File: config.mk
export PLATFORM = sky130hd
export DESIGN_NAME = const_builder_flat
export DESIGN_NICKNAME = d
export VERILOG_FILES = /design/src/rtl/const_builder_if.sv /design/src/rtl/const_builder.sv /design/src/flat_wrapper.sv
export SDC_FILE = /design/constraint.sdc
export NUM_CORES = 1
export LEC_CHECK = 0
export CAP_MARGIN = 40
export CORE_UTILIZATION = 50
export DETAILED_ROUTE_END_ITERATION = 8
export PLACE_DENSITY_LB_ADDON = 0.08
export SYNTH_ARGS = -nofsm -noshare
export SYNTH_HDL_FRONTEND = slang
export SYNTH_SLANG_ARGS = --single-unit
export TNS_END_PERCENT = 100
File: constraint.sdc
create_clock -name clk -period 2.5 [get_ports clk]
set_input_delay 0.5 -clock clk [delete_from_list [all_inputs] [get_ports clk]]
set_output_delay 0.5 -clock clk [all_outputs]
set_load 0.01 [all_outputs]
File: src/rtl/const_builder_if.sv
// Micro-op stream between the constant builder and the register-write path.
//
// Handshake: the master raises uop_valid with a payload (uop_is_movk, uop_hw,
// uop_imm) and holds valid and payload unchanged until a rising edge where
// uop_valid & uop_ready are both high. That edge transfers the micro-op.
// The slave may drive uop_ready independently of uop_valid.
interface const_builder_if;
  logic        uop_valid;
  logic        uop_ready;
  logic        uop_is_movk;
  logic [1:0]  uop_hw;
  logic [15:0] uop_imm;

  modport master (
    output uop_valid,
    output uop_is_movk,
    output uop_hw,
    output uop_imm,
    input  uop_ready
  );

  modport slave (
    input  uop_valid,
    input  uop_is_movk,
    input  uop_hw,
    input  uop_imm,
    output uop_ready
  );
endinterface

File: src/rtl/const_builder.sv
// Turns a 64-bit constant request into the minimal MOVZ/MOVK micro-op stream.
// Only nonzero 16-bit chunks are emitted, lowest first. The first micro-op
// is a MOVZ and the rest are MOVKs. A zero constant becomes a single MOVZ
// hw=0 imm=0. acc mirrors the destination register after each accepted
// micro-op. All outputs are registered.
module const_builder (
  input  logic            clk,
  input  logic            reset_n,
  input  logic            start,
  input  logic [63:0]     value,
  output logic            busy,
  output logic [2:0]      uop_count,
  output logic [63:0]     acc,
  output logic            done,
  output logic [1:0]      dbg_state,
  const_builder_if.master uop
);

  localparam logic [1:0] ST_IDLE = 2'd0;
  localparam logic [1:0] ST_EMIT = 2'd1;
  localparam logic [1:0] ST_DONE = 2'd2;

  logic [1:0]  state;
  logic [63:0] value_q;  // constant latched at start
  logic [3:0]  pend_q;   // nonzero chunks not yet presented on the bus

  // One bit per 16-bit chunk, set when that chunk is nonzero.
  function automatic logic [3:0] chunk_mask(input logic [63:0] v);
    logic [3:0] m;
    for (int i = 0; i < 4; i++) begin
      m[i] = |v[16*i +: 16];
    end
    return m;
  endfunction

  // Index of the lowest set bit (0 when the mask is empty).
  function automatic logic [1:0] lowest(input logic [3:0] m);
    logic [1:0] idx;
    casez (m)
      4'b???1: idx = 2'd0;
      4'b??10: idx = 2'd1;
      4'b?100: idx = 2'd2;
      4'b1000: idx = 2'd3;
      default: idx = 2'd0;
    endcase
    return idx;
  endfunction

  // Number of micro-ops for a mask; an all-zero constant still needs one MOVZ.
  function automatic logic [2:0] op_count(input logic [3:0] m);
    logic [2:0] n;
    n = 3'd0;
    for (int i = 0; i < 4; i++) begin
      n = n + {2'b0, m[i]};
    end
    if (n == 3'd0) n = 3'd1;
    return n;
  endfunction

  logic [3:0]  start_mask;
  logic [1:0]  start_hw;
  logic [3:0]  start_rest;
  logic [15:0] start_imm;
  logic [1:0]  next_hw;
  logic [3:0]  next_rest;
  logic [15:0] next_imm;
  logic        fire;
  logic [63:0] acc_movz;
  logic [63:0] acc_movk;

  // First chunk of a new request and the following chunk of the current one.
  always_comb begin
    start_mask = chunk_mask(value);
    start_hw   = lowest(start_mask);
    start_rest = start_mask & (start_mask - 4'd1);
    start_imm  = value[{start_hw, 4'b0} +: 16];
    next_hw    = lowest(pend_q);
    next_rest  = pend_q & (pend_q - 4'd1);
    next_imm   = value_q[{next_hw, 4'b0} +: 16];
    fire       = uop.uop_valid & uop.uop_ready;
  end

  // Shadow register update values for the micro-op currently on the bus.
  always_comb begin
    acc_movz = {48'b0, uop.uop_imm} << {uop.uop_hw, 4'b0};
    acc_movk = acc;
    acc_movk[{uop.uop_hw, 4'b0} +: 16] = uop.uop_imm;
  end

  // Sequencer: latch the request, present chunks, step on each handshake.
  always_ff @(posedge clk or negedge reset_n) begin
    if (!reset_n) begin
      state           <= ST_IDLE;
      value_q         <= 64'd0;
      pend_q          <= 4'd0;
      busy            <= 1'b0;
      done            <= 1'b0;
      uop_count       <= 3'd0;
      uop.uop_valid   <= 1'b0;
      uop.uop_is_movk <= 1'b0;
      uop.uop_hw      <= 2'd0;
      uop.uop_imm     <= 16'd0;
    end else begin
      case (state)
        ST_IDLE: begin
          done <= 1'b0;
          if (start) begin
            state           <= ST_EMIT;
            value_q         <= value;
            pend_q          <= start_rest;
            busy            <= 1'b1;
            uop_count       <= op_count(start_mask);
            uop.uop_valid   <= 1'b1;
            uop.uop_is_movk <= 1'b0;
            uop.uop_hw      <= start_hw;
            uop.uop_imm     <= start_imm;
          end
        end
        ST_EMIT: begin
          if (fire) begin
            if (pend_q != 4'd0) begin
              // Payload only changes at a handshake, so it is stable while stalled.
              pend_q          <= next_rest;
              uop.uop_is_movk <= 1'b1;
              uop.uop_hw      <= next_hw;
              uop.uop_imm     <= next_imm;
            end else begin
              state         <= ST_DONE;
              busy          <= 1'b0;
              done          <= 1'b1;
              uop.uop_valid <= 1'b0;
            end
          end
        end
        ST_DONE: begin
          state <= ST_IDLE;
          done  <= 1'b0;
        end
        default: begin
          state         <= ST_IDLE;
          busy          <= 1'b0;
          done          <= 1'b0;
          uop.uop_valid <= 1'b0;
        end
      endcase
    end
  end

  // Shadow accumulator: cleared on an accepted start, updated on each handshake.
  always_ff @(posedge clk or negedge reset_n) begin
    if (!reset_n) begin
      acc <= 64'd0;
    end else if (state == ST_IDLE && start) begin
      acc <= 64'd0;
    end else if (state == ST_EMIT && fire) begin
      acc <= uop.uop_is_movk ? acc_movk : acc_movz;
    end
  end

  assign dbg_state = state;

endmodule

File: src/flat_wrapper.sv
// flat-port wrapper written by rule: the top's interface ports become plain ports
module const_builder_flat 
  (clk, reset_n, start, value, busy, uop_count, acc, done, dbg_state, uop_uop_valid, uop_uop_is_movk, uop_uop_hw, uop_uop_imm, uop_uop_ready);
  const_builder_if uop_i ();
  input  logic clk;
  input  logic reset_n;
  input  logic start;
  input  logic [63:0] value;
  output logic busy;
  output logic [2:0] uop_count;
  output logic [63:0] acc;
  output logic done;
  output logic [1:0] dbg_state;
  output wire logic [$bits(uop_i.uop_valid)-1:0] uop_uop_valid;
  output wire logic [$bits(uop_i.uop_is_movk)-1:0] uop_uop_is_movk;
  output wire logic [$bits(uop_i.uop_hw)-1:0] uop_uop_hw;
  output wire logic [$bits(uop_i.uop_imm)-1:0] uop_uop_imm;
  input wire logic [$bits(uop_i.uop_ready)-1:0] uop_uop_ready;
  assign uop_uop_valid = uop_i.uop_valid;
  assign uop_uop_is_movk = uop_i.uop_is_movk;
  assign uop_uop_hw = uop_i.uop_hw;
  assign uop_uop_imm = uop_i.uop_imm;
  assign uop_i.uop_ready = uop_uop_ready;
  const_builder u_core (.clk(clk), .reset_n(reset_n), .start(start), .value(value), .busy(busy), .uop_count(uop_count), .acc(acc), .done(done), .dbg_state(dbg_state), .uop(uop_i));
endmodule
Word level (Yosys, flattened, before mapping)
Index checks and enable logic that the tools add are counted.
{"block": "op_classes", "shift": 5, "muxes": 34, "reduce_logical": 16, "eq_ne": 12, "n_addsub": 6, "n_bitwise": 4}
{"cell": "$mux 64", "n": 3}
{"cell": "$shiftx 64x7->16", "n": 2}
{"cell": "$bwmux 64", "n": 1}
{"cell": "$reduce_or 16->1", "n": 4}
{"cell": "$shift 16x8->64 const A", "n": 1}
{"cell": "$shiftx 16x8->64", "n": 1}
{"cell": "$shl 16x6->64", "n": 1}
{"cell": "$mux 16", "n": 3}
{"cell": "$pmux 16 s2", "n": 1}
{"cell": "$mux 2", "n": 6}
{"cell": "$mux 4", "n": 3}
{"cell": "$pmux 2 s3", "n": 2}
{"cell": "$mux 1", "n": 9}
{"cell": "$and 4x4->4", "n": 2}
{"cell": "$eq 4x4->1 const B", "n": 2}
{"cell": "$neg 6->8", "n": 1}
{"cell": "$pmux 2 s2", "n": 2}
{"cell": "$pmux 4 s2", "n": 1}
{"cell": "$reduce_and 4->1", "n": 2}
{"cell": "$sub 4x1->4 const B", "n": 2}
{"cell": "$add 3x1->3", "n": 2}
{"cell": "$eq 2x2->1 const B", "n": 3}
{"cell": "$eq 3x3->1 const B", "n": 2}
{"cell": "$ne 2x1->1 const B", "n": 2}
{"cell": "15 further kinds", "n": 19}
{"block": "word_totals", "out_inout_bits": 91, "ff_bits": 158}

Longest topological paths before layout
Gate-level depths: netlist (run 1).
{"block": "depth", "ltp_word": 6, "ltp_mapped": 8, "mapped_depth_nobuf": 8}

Worst setup path after synthesis (run 1)
Ideal clock, no wire load.
{"block": "synth_timing", "path_kind": "input -> register", "from": "input value[27]", "to": "register u_core.uop.uop_imm[10]", "setup_slack_ps": -8, "stages": 8, "path_buffers": 2, "setup_time_ps": 126, "t_arrival_ps": 2382, "path_cell_list": "nor4_1 nand4_1 ha_1 clkbuf_1 a21o_1 buf_6 o221a_1 a311o_1"}
{"block": "synth_between", "elab_chain_cells": 6}
{"element": "start, declared", "line_no": "flat_wrapper.sv:8", "rtl": "input logic [63:0] value;"}
{"element": "$reduce_or 16->1 (*)", "line_no": "const_builder.sv:31", "rtl": "m[i] = |v[16*i +: 16];"}
{"element": "$eq 4x4->1, or another cell as far along", "line_no": "const_builder.sv:39", "rtl": "casez (m)"}
{"element": "$pmux 2 s3 (*)", "line_no": "const_builder.sv:39"}
{"element": "$shiftx 64x7->16 (*)", "line_no": "const_builder.sv:76", "rtl": "start_imm = value[{start_hw, 4'b0} +: 16];"}
{"element": "$mux 16 (*)", "line_no": "const_builder.sv:107", "rtl": "if (start) begin"}
{"element": "$pmux 16 s2 (*)", "line_no": "const_builder.sv:104", "rtl": "case (state)"}
{"element": "end signal, assigned", "line_no": "const_builder.sv:116", "rtl": "uop.uop_imm <= start_imm;"}
{"element": "end signal, assigned", "line_no": "const_builder.sv:126", "rtl": "uop.uop_imm <= next_imm;"}
{"element": "end, declared", "line_no": "const_builder_if.sv:18", "rtl": "output uop_imm,"}
Every way passes the cells marked *; elsewhere a longest branch is shown, timed or not. The select of a mux whose other input is x is not followed.
A chain may end at the register's enable or synchronous reset.

Final worst setup path (run 1)
{"block": "layout_timing", "from": "input value[18]", "to": "register u_core.uop_count[0]"}
{"block": "layout_between", "elab_chain_cells": 6}
{"element": "$reduce_or 16->1 (*)", "line_no": "const_builder.sv:31"}
{"element": "$add 1x1->2 (*)", "line_no": "const_builder.sv:54", "rtl": "n = n + {2'b0, m[i]};"}
{"element": "$add 3x1->3 (*) (2 in a row)", "line_no": "const_builder.sv:54"}
{"element": "$logic_not 3->1", "line_no": "const_builder.sv:56", "rtl": "if (n == 3'd0) n = 3'd1;"}
{"element": "$mux 3 (*)", "line_no": "const_builder.sv:56"}
{"element": "end signal, assigned", "line_no": "const_builder.sv:112", "rtl": "uop_count <= op_count(start_mask);"}
{"element": "end, declared", "line_no": "const_builder.sv:12", "rtl": "output logic [2:0] uop_count,"}
Every way passes the cells marked *; elsewhere a longest branch is shown, timed or not.

==> impl_metrics.ini, run 1 <==
[layout]
final_nets = 1002
layout_common_cells = 242 x nand2_1, 143 x clkdlybuf4s50_1, 141 x dfrtp_1
drive_gt1_share_pct = 17.59
utilization_pct = 76.49
mostFrequentLayoutCell = nand2_1
n_fill_cell = 865
antenna_cells = 0
finalNonFillerCells = 1110
syn_to_final_growth_pct = 47.31

[synth]
syn_inst = 697
ys_warn_count = 0
ys_ff_latch = 141
async_flop_share_pct = 100.0
yosysSeqAreaShare_pct = 52.99
synth_edf_count = 0
syn_avg_cell_area_um2 = 9.554
ys_types = 47
syn-cell-area_mm2 = 0.006659
synth_top_flop_cell = dfrtp_1
synth_fp_nets = 774

[worst_hold_path]
hold_class = in2async

[grt]
grt_pass1_vias = 6318
grt_pass1_wl_um = 33960
grt_max_degree = 66
grt_usage_pct = 31.66
grt-ovfl-total = 0
antenna_found_initial = 0

[place]
place_hpwl_um = 15240
place_congestion = 0.9062
io_buffers = 158
dp_cells = 1076

[setup_path]
startpoint = value[18]
critPathArrivalTime_ns = 2.81
r2r_start = u_core.uop.uop_hw[1]
critical_path_peak_fanout = 3
critPathLaunchType = primary input
critical_path_class = in2reg
worstSetupEndpointType = register
cp-endpoint = u_core.uop_count[0]
rrSetupSlack_ns = 0.29
r2r_cells = 8
required_ns = 2.87
reg2reg_to = u_core.acc[63]

[timing]
finClkSkew_ns = 0.006411
setup_viol = 0
maxSlewHeadroom_pct = 55.37
hold_viol_final = 0
rsz0062_at_grt = yes
fin_crit_sh_pct = 97.77
whs_ns = 0.01668
timing.fmax_mhz = 409.1
tightest_slew_ns = 0.6665
maxSlewViolCount = 0
fin_crit_ns = 2.444

[route]
ant_nets = 0
post_drt_via_cell_ratio = 5.724
drt_iter0_markers = 571
dr.pass1.iters = 5
vias = 6354
routedWlPerCell_um = 18.77
drc = 0
routed_wirelength_um = 20830

[clocking]
clk_pin_slew_ns = 0.06
htreeDepth = 4
clock_path_buffers = 2
clk_latency_ns = 0.43
tritoncts = built
hold_buffers = 0
cts_buffers = 17
clock-root-buffer = clkbuf_16
clkSinkCount = 141

[power]
power_mw = 10.97
vdd_ir_drop_max_mv = 0.5970
p_leak_nw = 4.531
powerDensity_mw_per_mm2 = 1118

[floorplanning]
io_pins = 159
rows = 41
dieArea_mm2 = 0.01378
core_area_mm2 = 0.01282
initial_core_util_pct = 51.92
die_w_um = 117.4
die_h_um = 117.4

[outcome]
status = complete, no violations

[run]
cap_violations = 0
==> per-layer routing <==
layer / routed length [µm] / track usage, %
met1: 8917 / 42.38
met2: 9967 / 50.78
met3: 1447 / 6.663
met4: 501 / 11.61
met5: 0 / 0
==> final cells by class <==
type	count	area (µm²)	area share (%)
clock buffer	20	456.7	4.656
clock inverter	12	137.6	1.403
inverter	11	41.29	0.4209
multi-input combinational	499	3023	30.82
sequential	141	3528	35.97
tap	172	215.2	2.194
timing repair buffer	255	2407	24.54
==> through the flow <==
step           setup WS [ns]  cell area (µm²)  setup TNS [ns]
5_1_grt             -0.01920             9809        -0.02002
4_1_cts             -0.02275             9683        -0.02275
3_5_place_dp         -0.7352             9025          -10.34
2_1_floorplan        0.04148             6663               0
3_3_place_gp         -0.8305             8972          -17.47
6_report             0.05564             9809               0
==> logic make-up after synthesis <==
group	synth area share [%]
compound gates	20.41
fa+ha+maj	1.804
flops	52.99
simple gates	20.93
buf+inv	3.871
==> flip-flops by register name, summed over array words and instances, names as in the netlist <==
signal	count
u_core.busy	1
u_core.pend_q	3
u_core.done	1
u_core.uop_count	3
u_core.acc	64
u_core.uop.uop_imm	16
u_core.dbg_state	2
u_core.uop.uop_hw	2
u_core.uop.uop_is_movk	1
u_core.value_q	48
==> synth_stat cells (all sizes together), types with 2 or more instances <==
cell	n	share of area (%)
nor2	5	0.28
and4	2	0.26
clkbuf	31	1.7
o221a	16	2.7
nor3	4	0.54
ha	8	1.5
nand2b	34	3.2
nand3	4	0.30
a21o	2	0.23
a311o	16	2.4
a31oi	2	0.19
a21oi	5	0.49
inv	11	0.62
a22o	49	6.4
nor2b	3	0.28
nand4	2	0.19
nand2	244	14
a22oi	17	1.9
buf	15	1.5
dfrtp	141	53
nor4	16	1.5
o21ai	56	4.4
==> critical path, stage by stage <==
cell and delay, ns:
clkdlybuf4s50_1 0.47, nor4_4 0.35, nand4_1 0.22, ha_4 0.28, fa_2 0.35, inv_2 0.09, ha_4 0.21, o211ai_1 0.20
o21a_1 0.15
==> how the worst min path moves through the flow <==
stage | startpoint | end | slack, ns
3_5_place_dp | u_core.uop_count[2] | u_core.uop_count[2] | 0.46
3_3_place_gp | u_core.value_q[63] | u_core.value_q[63] | 0.46
6_report | reset_n | u_core.acc[17] | 0.02
4_1_cts | reset_n | u_core.acc[16] | 0.04
2_1_floorplan | reset_n | u_core.acc[0] | 0.20
5_1_grt | reset_n | u_core.acc[19] | 0.05
==> power by group <==
group	switching [mW]	total (mW)	leakage, nW	internal, mW
Sequential	0.749	3.91	1.84	3.17
Combinational	2.38	4.53	2.40	2.15
Clock	0.994	2.52	0.287	1.53
==> repair_timing <==
action,4_1_cts,5_1_grt
setup endpoints to repair,19,16
pin swaps,2,12
hold endpoints to repair,0,0
setup buffers,0,2
resized for setup,12,22
Power figures use the tool's default switching activity.
==> run 2: changes to the inputs <==
Settings changed: SLEW_MARGIN from default to 40.
Clock period 2.5 ns to 2.4 ns, I/O delays scaled along.
==> impl_metrics.ini, run 2 (synthesized netlist as in run 1, its figures left out) <==
[outcome]
status = complete, no violations

[clocking]
clk_latency_ns = 0.42
clk_pin_slew_ns = 0.06
clock_path_buffers = 2
htreeDepth = 4
clkSinkCount = 141
cts_buffers = 17
clock-root-buffer = clkbuf_16
tritoncts = built

[timing]
maxSlewHeadroom_pct = 49.71
maxSlewViolCount = 0
setup_ws_ns = 0.05219
hold_viol_final = 0
setup_tns_ns = 0
whs_ns = 0.3871
timing.fmax_mhz = 425.9
tightest_slew_ns = 0.7535
fin_crit_sh_pct = 97.83
rsz0062_at_grt = no
finClkSkew_ns = 0.006749
setup_viol = 0
fin_crit_ns = 2.348

[grt]
grt_pass1_vias = 6356
grt_pass1_wl_um = 33020
grt_max_degree = 59
antenna_found_initial = 0
grt_usage_pct = 30.66
grt-ovfl-total = 0

[floorplanning]
io_pins = 159
rows = 41
initial_core_util_pct = 51.92
die_h_um = 117.4
die_w_um = 117.4
core_area_mm2 = 0.01282
dieArea_mm2 = 0.01378

[setup_path]
cp_cell_sequence = clkdlybuf4s50_1 -> nor4_4 -> nand4_1 -> ha_4 -> buf_8 -> a41oi_4 -> or2b_1 -> a311o_1
critical_path_peak_fanout = 15
worstSetupEndpointType = register
crit_cells = 8
critPathBufInv = 2
critPathLaunchType = primary input
crit_path_top_delay_cell = clkdlybuf4s50_1
path_delay_family = simple AND/OR/NAND/NOR gates
required_ns = 2.70
r2r_cells = 7
crit_path_max_incr_delay_ns = 0.47
critical_path_class = in2reg
critPathArrivalTime_ns = 2.65

[layout]
largest_registers = u_core.acc (64), u_core.value_q (48), u_core.uop.uop_imm (16)
syn_to_final_growth_pct = 47.88
utilization_pct = 76.78
layout_common_cells = 242 x nand2_1, 141 x dfrtp_1, 130 x clkdlybuf4s50_1
final_nets = 997
mostFrequentLayoutCell = nand2_1
largest_reg_flops = 64
antenna_cells = 0
top_register = u_core.acc
n_fill_cell = 888
drive_gt1_share_pct = 17.26
final_area_mm2 = 0.009847
finalNonFillerCells = 1105

[power]
switching_share_pct = 36.93
powerDensity_mw_per_mm2 = 1174
vdd_ir_drop_max_mv = 0.6176
p_int_mw = 7.291
power_mw = 11.56
p_leak_nw = 4.534
switchingPower_mw = 4.269
power_frac_clock_pct = 24.3
comb_power_share_pct = 40.4
seqPwrFrac_pct = 35.2

[route]
drc = 0
routedWlPerCell_um = 18.40
ant_nets = 0
routed_wirelength_um = 20330
vias = 6321
post_drt_via_cell_ratio = 5.720
dr.pass1.iters = 7
drt_iter0_markers = 586

[place]
dpl_cell_area_mm2 = 0.009014
pre_cts_ws_ns = -0.7649
place_congestion = 0.8952
io_buffers = 158
dp_cells = 1068
place_hpwl_um = 14360

[worst_hold_path]
hold_class = in2reg
min_path_cells = 3

[run]
cap_violations = 0
-- run 2: what timing repair did --
item | 4_1_cts | 5_1_grt
buffers inserted | 3 | 0
endpoints found under the setup margin | 19 | 17
hold endpoints to repair | 40 | 0
gates cloned | 1 | 0
resized for setup | 33 | 19
pin swaps | 12 | 10
hold buffers | 1 | 0
-- run 2: layout make-up --
class | count | area (µm²) | share of cell area [%]
clock buffer | 21 | 470.5 | 4.778
sequential | 141 | 3528 | 35.83
clock inverter | 11 | 163.9 | 1.665
timing repair buffer | 250 | 2350 | 23.86
inverter | 11 | 41.29 | 0.4193
tap | 172 | 215.2 | 2.186
multi-input combinational | 499 | 3078 | 31.26
-- run 2: worst reg2reg max path, cell delays in order (launching register included) --
cell and delay, ns:
dfrtp_1 0.44, inv_1 0.12, ha_1 0.33, inv_1 0.10, nand3_1 0.11, a21oi_2 0.60, nand2_1 0.15, o21ai_0 0.22
-- run 2: worst paths after layout --
| kind | from | slack (ns) | to |
|---|---|---|---|
| setup / recovery | value[29] | 0.05 | u_core.uop.uop_imm[6] |
| hold / removal | value[16] | 0.39 | u_core.value_q[16] |
| setup reg to reg | u_core.uop.uop_hw[1] | 0.23 | u_core.acc[57] |
| hold reg to reg | u_core.value_q[22] | 0.48 | u_core.value_q[22] |
| max in group asynchronous | reset_n | 1.16 | u_core.value_q[24] |
| min in group asynchronous | reset_n | 0.56 | u_core.acc[17] |
-- run 2: per-layer routing --
layer  GRT usage [%]  wire, µm
met1           40.34      8670
met2           50.07     10030
met3           5.788      1300
met4           12.01       328
met5               0         0
-- run 2: power by group through the flow --
stage / Clock (mW) / Sequential (mW) / Combinational, mW
3_3_place_gp: 0 / 4.02 / 4.40
4_1_cts: 2.84 / 4.05 / 4.65
2_1_floorplan: 0 / 4.12 / 2.31
3_5_place_dp: 0 / 4.07 / 4.58
6_report: 2.81 / 4.07 / 4.67
5_1_grt: 2.96 / 4.18 / 5.08
==> run 3: changes to the inputs <==
Settings changed: ABC_AREA from default to 1, CORE_UTILIZATION 50 to 52.
==> impl_metrics.ini, run 3 <==
[layout]
layout_common_cells = 317 x nand2_1, 157 x clkdlybuf4s50_1, 157 x dfrtp_1
final_nets = 1315
final_area_mm2 = 0.01096
largest_registers = u_core.acc (64), u_core.value_q (64), u_core.uop.uop_imm (16)
drive_gt1_share_pct = 13.75
syn_to_final_growth_pct = 36.71
antenna_cells = 0
mostFrequentLayoutCell = nand2_1

[power]
p_int_mw = 4.356
seqPwrFrac_pct = 47.0
power_frac_clock_pct = 46.8
comb_power_share_pct = 6.2
vdd_ir_drop_max_mv = 0.4267
powerDensity_mw_per_mm2 = 513.3
p_leak_nw = 5.200
switchingPower_mw = 1.272
power_mw = 5.628
switching_share_pct = 22.60

[place]
place_congestion = 0.8740
io_buffers = 158
place_hpwl_um = 16680
dpl_cell_area_mm2 = 0.01038

[floorplanning]
die_w_um = 126.2
dieArea_mm2 = 0.01592
io_pins = 159
die_h_um = 126.2
rows = 45
initial_core_util_pct = 52.95
core_area_mm2 = 0.01515

[synth]
yosysTopAreaCell = dfrtp_1
yosys-top-cells-count = 317 x nand2_1, 157 x dfrtp_1, 108 x o21ai_0
synth_edf_count = 0
syn_inst = 1025
synthTopCellsByArea = dfrtp_1 49%, nand2_1 15%, o21ai_0 6.7%, nand3_1 5.2%, inv_1 3.7%
async_flop_share_pct = 100.0
yosysSeqAreaShare_pct = 48.99
synth_fp_nets = 1102
ys_types = 37
syn_avg_cell_area_um2 = 7.825
ys_ff_latch = 157
synth_top_flop_cell = dfrtp_1
ys_warn_count = 0
synth_top_area_share_pct = 48.99
syn-cell-area_mm2 = 0.008020
yosysMostFrequentCell = nand2_1

[route]
ant_nets = 0
drt_iter0_markers = 954
routedWlPerCell_um = 16.30
dr.pass1.iters = 5
vias = 7943
post_drt_via_cell_ratio = 5.520
routed_wirelength_um = 23460
drc = 0

[clocking]
cts_setup_buffers = 0
htreeDepth = 4
hold_buffers = 0
clk_latency_ns = 0.43
clkSinkCount = 157
clock-root-buffer = clkbuf_16
clock_path_buffers = 2
cts_buffers = 17
clk_pin_slew_ns = 0.07
tritoncts = built

[run]
cap_violations = 0

[grt]
busiest_layer = met2
antenna_found_initial = 0
grt_use_met2_pct = 47.06
grt_util_met3_pct = 6.712
grt_pass1_wl_um = 38000
grt-ovfl-total = 0
grt_max_degree = 112
grt_usage_pct = 30.76
grt_pass1_vias = 7277
grt_use_met1_pct = 42.99

[setup_path]
critical_path_peak_fanout = 2
rrSetupSlack_ns = 0.35
worstSetupEndpointType = register
crit_path_max_incr_delay_ns = 0.42
reg2reg_to = u_core.acc[45]
r2r_start = u_core.uop.uop_hw[0]
crit_path_top_delay_cell = clkdlybuf4s50_1
critPathArrivalTime_ns = 2.61
r2r_cells = 8
cp_common_cell = nand2_1
critical_path_class = in2reg
required_ns = 2.74
critPathLaunchType = primary input
cp_cell_sequence = clkdlybuf4s50_1 -> nor2_1 -> nand2_1 -> nor2_1 -> nand2_1 -> ha_1 -> fa_2 -> inv_1 -> ha_1 -> nor2_2 -> nand2_1 -> o211ai_1

[timing]
tightest_slew_ns = 0.7088
rsz0062_at_grt = no
fin_crit_sh_pct = 94.77
hold_viol_final = 0
finClkSkew_ns = 0.008471
maxSlewHeadroom_pct = 52.57
maxSlewViolCount = 0
timing.fmax_mhz = 439.6
setup_tns_ns = 0
whs_ns = 0.01657
setup_viol = 0
fin_crit_ns = 2.275

[worst_hold_path]
hold_class = in2async

[outcome]
status = complete, no violations
run 3: changes by cell type in the layout (fill, tap and decap cells not counted), moves of 20 or more:
| cell | before | now |
|---|---|---|
| nand3_1 | 4 | 84 |
| nand2_1 | 242 | 317 |
| inv_1 | 10 | 79 |
| nor2_1 | 3 | 65 |
| o21ai_0 | 53 | 108 |
| a22o_1 | 49 | 0 |
| nand2b_1 | 34 | 0 |
| clkdlybuf4s50_1 | 130 | 157 |
| o41ai_1 | 0 | 23 |
| inv_2 | 1 | 21 |
run 3: per-stage QoR:
stage / cells / utilization, % / setup WS (ns)
global route: 1439 / 72.39 / 0.0009250
CTS: 1439 / 72.34 / 0.03182
detailed placement: 1407 / 68.52 / -0.3929
finish: 1439 / 72.39 / 0.1254
floorplan: 1025 / - / 0.2463
global placement: 1407 / 68.47 / -0.3488
run 3: power by group through the flow:
stage / clock network [mW] / registers [mW] / logic [mW]
global placement: 0 / 2.70 / 0.347
detailed placement: 0 / 2.70 / 0.348
CTS: 2.65 / 2.65 / 0.350
global route: 2.78 / 2.64 / 0.386
floorplan: 0 / 2.70 / 0.0651
finish: 2.63 / 2.65 / 0.347
run 3: cells by family after synthesis:
family	after synthesis	share of synthesized area (%)
AOI/OAI and AO/OA	216	16.37
adders and majority gates	9	1.498
buffers and inverters	162	8.690
DFF	157	48.99
and+or+nand+nor	481	24.46
run 3: per-layer routing:
| metal | part of all wire, % | vias to the layer above |
|---|---|---|
| li1 | - | 3801 |
| met1 | 44 | 3737 |
| met2 | 46 | 374 |
| met3 | 7.6 | 31 |
| met4 | 2.5 | 0 |
| met5 | 0 | - |
run 3: critical path, delay by kind of cell:
| kind | cells | cell delay, ns |
|---|---|---|
| buf+inv | 2 | 0.48 |
| fa+ha+maj | 3 | 0.92 |
| simple gates | 6 | 0.65 |
| compound gates | 1 | 0.08 |
run 3: final cells by class:
class,count,area [µm²]
Inverter,101,381.6
Multi-Input combinational cell,706,3428
Fill cell,1234,4182
Sequential cell,157,3929
Clock inverter,11,108.9
Timing Repair Buffer,255,2411
Tap cell,188,235.2
Clock buffer,21,470.5
run 3: worst max path at each step:
stage	start	end	cells after the start
CTS	value[9]	u_core.uop_count[0]	13
global placement	value[26]	u_core.uop_count[0]	12
detailed placement	value[9]	u_core.uop_count[0]	13
global route	value[25]	u_core.uop_count[0]	12
floorplan	value[21]	u_core.uop_count[0]	11
finish	value[26]	u_core.uop_count[0]	12
run 3: timing repair:
action                                  in CTS  in global routing
hold endpoints to repair                     0                  0
endpoints found under the setup margin       0                  2
gates resized for setup                      0                  3
==> variant 1 (flow settings as in run 1) <==
Put one more register stage on the output `uop_count`, cleared by the reset. The value now appears one clock later. The other outputs are not delayed to match.
--- a/src/rtl/const_builder.sv
+++ b/src/rtl/const_builder.sv
@@ -19,6 +19,8 @@
   localparam logic [1:0] ST_IDLE = 2'd0;
   localparam logic [1:0] ST_EMIT = 2'd1;
   localparam logic [1:0] ST_DONE = 2'd2;
+
+  logic [2:0] uop_count_s0;
 
   logic [1:0]  state;
   logic [63:0] value_q;  // constant latched at start
@@ -95,7 +97,7 @@
       pend_q          <= 4'd0;
       busy            <= 1'b0;
       done            <= 1'b0;
-      uop_count       <= 3'd0;
+      uop_count_s0    <= 3'd0;
       uop.uop_valid   <= 1'b0;
       uop.uop_is_movk <= 1'b0;
       uop.uop_hw      <= 2'd0;
@@ -109,7 +111,7 @@
             value_q         <= value;
             pend_q          <= start_rest;
             busy            <= 1'b1;
-            uop_count       <= op_count(start_mask);
+            uop_count_s0    <= op_count(start_mask);
             uop.uop_valid   <= 1'b1;
             uop.uop_is_movk <= 1'b0;
             uop.uop_hw      <= start_hw;
@@ -159,5 +161,13 @@
 
   assign dbg_state = state;
 
+  always_ff @(posedge clk or negedge reset_n) begin
+    if (!reset_n) begin
+      uop_count <= '0;
+    end else begin
+      uop_count <= uop_count_s0;
+    end
+  end
+
 endmodule
 
Behaviour: not the same (a bounded check fails within 4 cycles, from zero or initial values and one cycle with reset_n low).
==> variant 1 against run 1 <==
The run now ends with hold timing left; sequential cell count up 3; final area up 1.8%; synthesized cell count up 11%; routed wire length up 9.0%; total power up 6.3%; non-clock buffer count up 4; area after synthesis up 2.7%; worst hold slack worse by 0.020 ns; setup slack better by 0.0051 ns; critical path type unchanged.
==> variant 1: results (changes against run 1) <==
status:
  status: "finished, violations left"
  violations: "hold timing"
global_route:
  grt_pass1_vias: 6759  # +7.0%
  grt_util_all_layers_pct: 33.6  # +1.9 points
  grt_pass1_wl_um: 36400  # +7.3%
  grt_max_degree: 53  # -20%
synthesis:
  synthAdderAreaFrac_pct: 1.76  # -0.047 points
  synth_common_cells: "257 x nand2_1, 144 x dfrtp_1, 56 x o21ai_0, 43 x nor2_1, 41 x clkbuf_1"
  yosys-top-cells-area: "dfrtp_1 53%, nand2_1 14%, o21ai_0 4.1%"
  synth_xor_area_share_pct: 0  # unchanged
  yosysUniqueCellTypes: 46  # -2.1%
  synth_fp_nets: 853  # +10%
  ys_seq_area_share_pct: 52.7  # -0.28 points
  synthCells: 776  # +11%
  synth-compound-area-share_pct: 20.0  # -0.44 points
place:
  gp_congestion: 0.981  # +8.2%
  place_area_um2: 9260  # +2.6%
  portBuffers: 158  # unchanged
  hpwlAfterDp_um: 16500  # +8.3%
  place_ws_ns: -0.500  # +0.235 ns
routing:
  firstDrtPassIters: 6  # +1
  drt_iter0_markers: 785  # +37%
  wl_um: 22700  # +9.0%
  viasPerCell: 5.85  # +2.3%
  drc: 0  # unchanged
critical_path:
  setup.worst_path.start: "value[14]"
  ff2ff_path_depth: 8  # unchanged
  r2r_slack_ns: 0.28
  critPathMaxStageDelay_ns: 0.42  # -0.05 ns
  r2r_end: "u_core.acc[11]"
  crit_path_max_fanout: 2  # -1
  crit_path_end: "u_core.uop_count_s0[0]"
  cp_slowest_cell: "clkdlybuf4s50_1"
cells_and_area:
  instances_no_fill: 1187  # +6.9%
  drive_gt1_share_pct: 15.5  # -2.1 points
  nFillCells: 945  # +9.2%
  finalNetCount: 1075  # +7.3%
  fin_area_um2: 9990  # +1.8%
  top_regs: "u_core.acc (64), u_core.value_q (48), u_core.uop.uop_imm (16)"
  num_antenna_cells: 0  # unchanged
power_and_ir_drop:
  ir_worst_vdd_mv: 0.519  # -13%
  switching_power_mw: 4.66  # +13%
  p_leak_nw: 4.56  # +0.67%
sta:
  fin_crit_sh_pct: 97.6  # -0.20 points
  fin_skew_ns: 0.00699  # +0.000580 ns
  hold_violations: 2  # +2
  tightest_slew_ns: 0.582  # -0.0841 ns
  whs_ns: -0.00381  # -0.0205 ns
clocking:
  clk_latency_ns: 0.43  # about the same
  cts_buffers: 17  # unchanged
  clkTransAtPathRegs_ns: 0.07
-- variant 1: changes by cell type after synthesis, sizes merged, moves of 16 or more --
cell	run 1	this run
nor2	5	44
a22o	49	16
a21oi	5	37
a311o	16	0
nand2b	34	18
o2111ai	0	16
o221a	16	0
o311ai	0	16
-- variant 1: layout make-up --
cell class / count / share of cell area (%)
flip-flops and latches: 144 / 36.1
multi-input cells: 564 / 30.7
repair buffers: 259 / 24.5
clock buffers: 17 / 4.26
well taps: 176 / 2.21
clock inverters: 15 / 1.78
inverters: 12 / 0.451
-- variant 1: cell families (layout without fill, tap and decap cells) --
group / count (synthesis) / in the layout
buffers and inverters: 68 / 303
AND/OR/NAND/NOR: 352 / 352
flip-flops: 144 / 144
AO/OA/AOI/OAI: 203 / 203
adder cells (fa/ha/maj): 9 / 9
-- variant 1: repair_timing --
item                                    4_1_cts  5_1_grt
pin swaps                                     3       10
resized for setup                            11       19
buffers inserted                              0        1
endpoints found under the setup margin        4       15
-- variant 1: critical path, delay by kind of cell --
kind / cells / cell delay (ns)
AO/OA/AOI/OAI: 2 / 0.31
AND/OR/NAND/NOR: 2 / 0.52
buffers and inverters: 3 / 0.66
adder cells (fa/ha/maj): 3 / 0.81
-- variant 1: power groups by stage --
stage | combinational (mW) | clock (mW) | sequential, mW
after floorplan | 2.37 | 0 | 4.07
after global placement | 4.66 | 0 | 3.98
after detailed placement | 4.92 | 0 | 4.04
after CTS | 4.97 | 2.61 | 4.01
after global routing | 5.46 | 2.72 | 4.14
final | 5.02 | 2.60 | 4.04
-- variant 1: layer usage --
metal	global-route usage, %	vias up	share of wire [%]
met2	53.1	356	48
met1	45.7	3403	42
li1	-	3138	-
met3	5.36	52	7.1
met4	15.1	0	3.2
met5	0	-	0
==> variant 2 (flow settings as in run 1) <==
Without the edit above. Reset style: synchronous (`reset_n`), changed in 2 clocked blocks.
--- a/src/rtl/const_builder.sv
+++ b/src/rtl/const_builder.sv
@@ -88,7 +88,7 @@
   end
 
   // Sequencer: latch the request, present chunks, step on each handshake.
-  always_ff @(posedge clk or negedge reset_n) begin
+  always_ff @(posedge clk) begin
     if (!reset_n) begin
       state           <= ST_IDLE;
       value_q         <= 64'd0;
@@ -147,7 +147,7 @@
   end
 
   // Shadow accumulator: cleared on an accepted start, updated on each handshake.
-  always_ff @(posedge clk or negedge reset_n) begin
+  always_ff @(posedge clk) begin
     if (!reset_n) begin
       acc <= 64'd0;
     end else if (state == ST_IDLE && start) begin
Check against the original RTL: differs if reset_n is asserted again (counterexample within 4 cycles, from zero or initial values and one cycle with reset_n low); with reset_n held inactive, the same outputs for 4 cycles.
==> variant 2 against run 1 <==
Area after synthesis rose by 1.8%; register-to-register slack improved by 0.18 ns; final area rose by 2.3%; non-clock buffer count rose by 20; sequential cell count rose by 16; synthesized cell count rose by 16%; routed wire length rose by 15%; setup slack improved by 0.0097 ns; global-route usage rose by 2.0 points; critical path type unchanged.
Power is not compared: it rests on default switching activity, and its combinational part moved more than twofold at a synthesized area within 25%.
==> variant 2: results (changes against run 1) <==
critical_path:
  r2r-start: "u_core.uop.uop_hw[0]"
  critPathMaxStageDelay_ns: 0.45  # -0.02 ns
  r2r_slack_ns: 0.47  # +0.18 ns
  r2r_end: "u_core.acc[45]"
global_route:
  grt_max_degree: 73  # +11%
  grt_pass1_wl_um: 36900  # +8.6%
  grt_use_met2_pct: 57.3  # +6.5 points
  use_met1_pct: 41.0  # -1.4 points
  grt_pass1_vias: 6971  # +10%
synthesis:
  async_flop_share_pct: 0  # -100 points
  synthFlopType: "dfxtp_1"
  synth_common_cells: "169 x nand2_1, 157 x dfxtp_1, 74 x nor2_1, 68 x a21boi_0, 49 x a21oi_1"
hold_path:
  hold_class: "flop to flop"
routing:
  drt_iter0_markers: 858  # +50%
  wl_per_cell_um: 19.4  # +3.3%
  wl_met3_um: 2100  # +45%
place:
  place_area_um2: 9250  # +2.5%
  hpwlAfterDp_um: 16900  # +11%
cells_and_area:
  buf_share_pct: 25.0  # +0.49 points
  drive_gt1_share_pct: 16.5  # -1.1 points
  multi_input_gates: 583  # +17%
  final-clk-cell-share_pct: 6.14  # +0.077 points
  multi_input_area_share_pct: 34.9  # +4.1 points
  top_regs: "u_core.acc (64), u_core.value_q (64), u_core.uop.uop_imm (16)"
  finalNetCount: 1121  # +12%
  ff_latch_area_um2: 3140  # -11%
clocking:
  cts_sinks: 157  # +11%
status:
  status: "finished clean"
sta:
  slew_headroom_pct: 61.2  # +5.9 points
==> variant 2: cell types whose count changed in the layout (fill, tap and decap cells not counted), sizes merged, moves of 33 or more <==
cell,change
a22o,-49
nor2,+69
nand2b,-33
a21boi,+67
dfxtp,+157
nand2,-73
a21oi,+44
dfrtp,-141
==> variant 2: timing repair <==
| item | in CTS | in global routing |
|---|---|---|
| pin swaps | 5 | 11 |
| setup buffers | 0 | 2 |
| cloned | 0 | 1 |
| endpoints found under the hold margin | 0 | 0 |
| resized for setup | 18 | 24 |
| setup endpoints to repair | 20 | 17 |
==> variant 2: per-stage QoR <==
| stage | hold slack (ns) | util, % | cells |
|---|---|---|---|
| 2_1_floorplan | 0.443 | - | 810 |
| 3_3_place_gp | 0.439 | 69.6 | 1194 |
| 3_5_place_dp | 0.451 | 69.9 | 1198 |
| 4_1_cts | 0.460 | 74.9 | 1230 |
| 5_1_grt | 0.487 | 75.8 | 1233 |
| 6_report | 0.462 | 75.8 | 1233 |
==> variant 2: worst max-delay path: cells and delay by family <==
| family | cells | cell delay [ns] |
|---|---|---|
| and+or+nand+nor | 2 | 0.49 |
| AOI/OAI and AO/OA | 3 | 0.62 |
| buffers and inverters | 5 | 1.12 |
==> variant 2: cell families after synthesis <==
family	share of synthesized area [%]
fa+ha+maj	1.77
buf+inv	4.21
flops	46.4
compound gates	26.9
mux	2.36
simple gates	18.4
==> variant 2: where the power goes <==
part           leakage [nW]  switching (mW)  total [mW]  internal, mW
Clock                 0.297            1.06        2.69          1.63
Sequential             1.28           0.106        2.72          2.61
Combinational          2.19           0.515       0.946         0.431
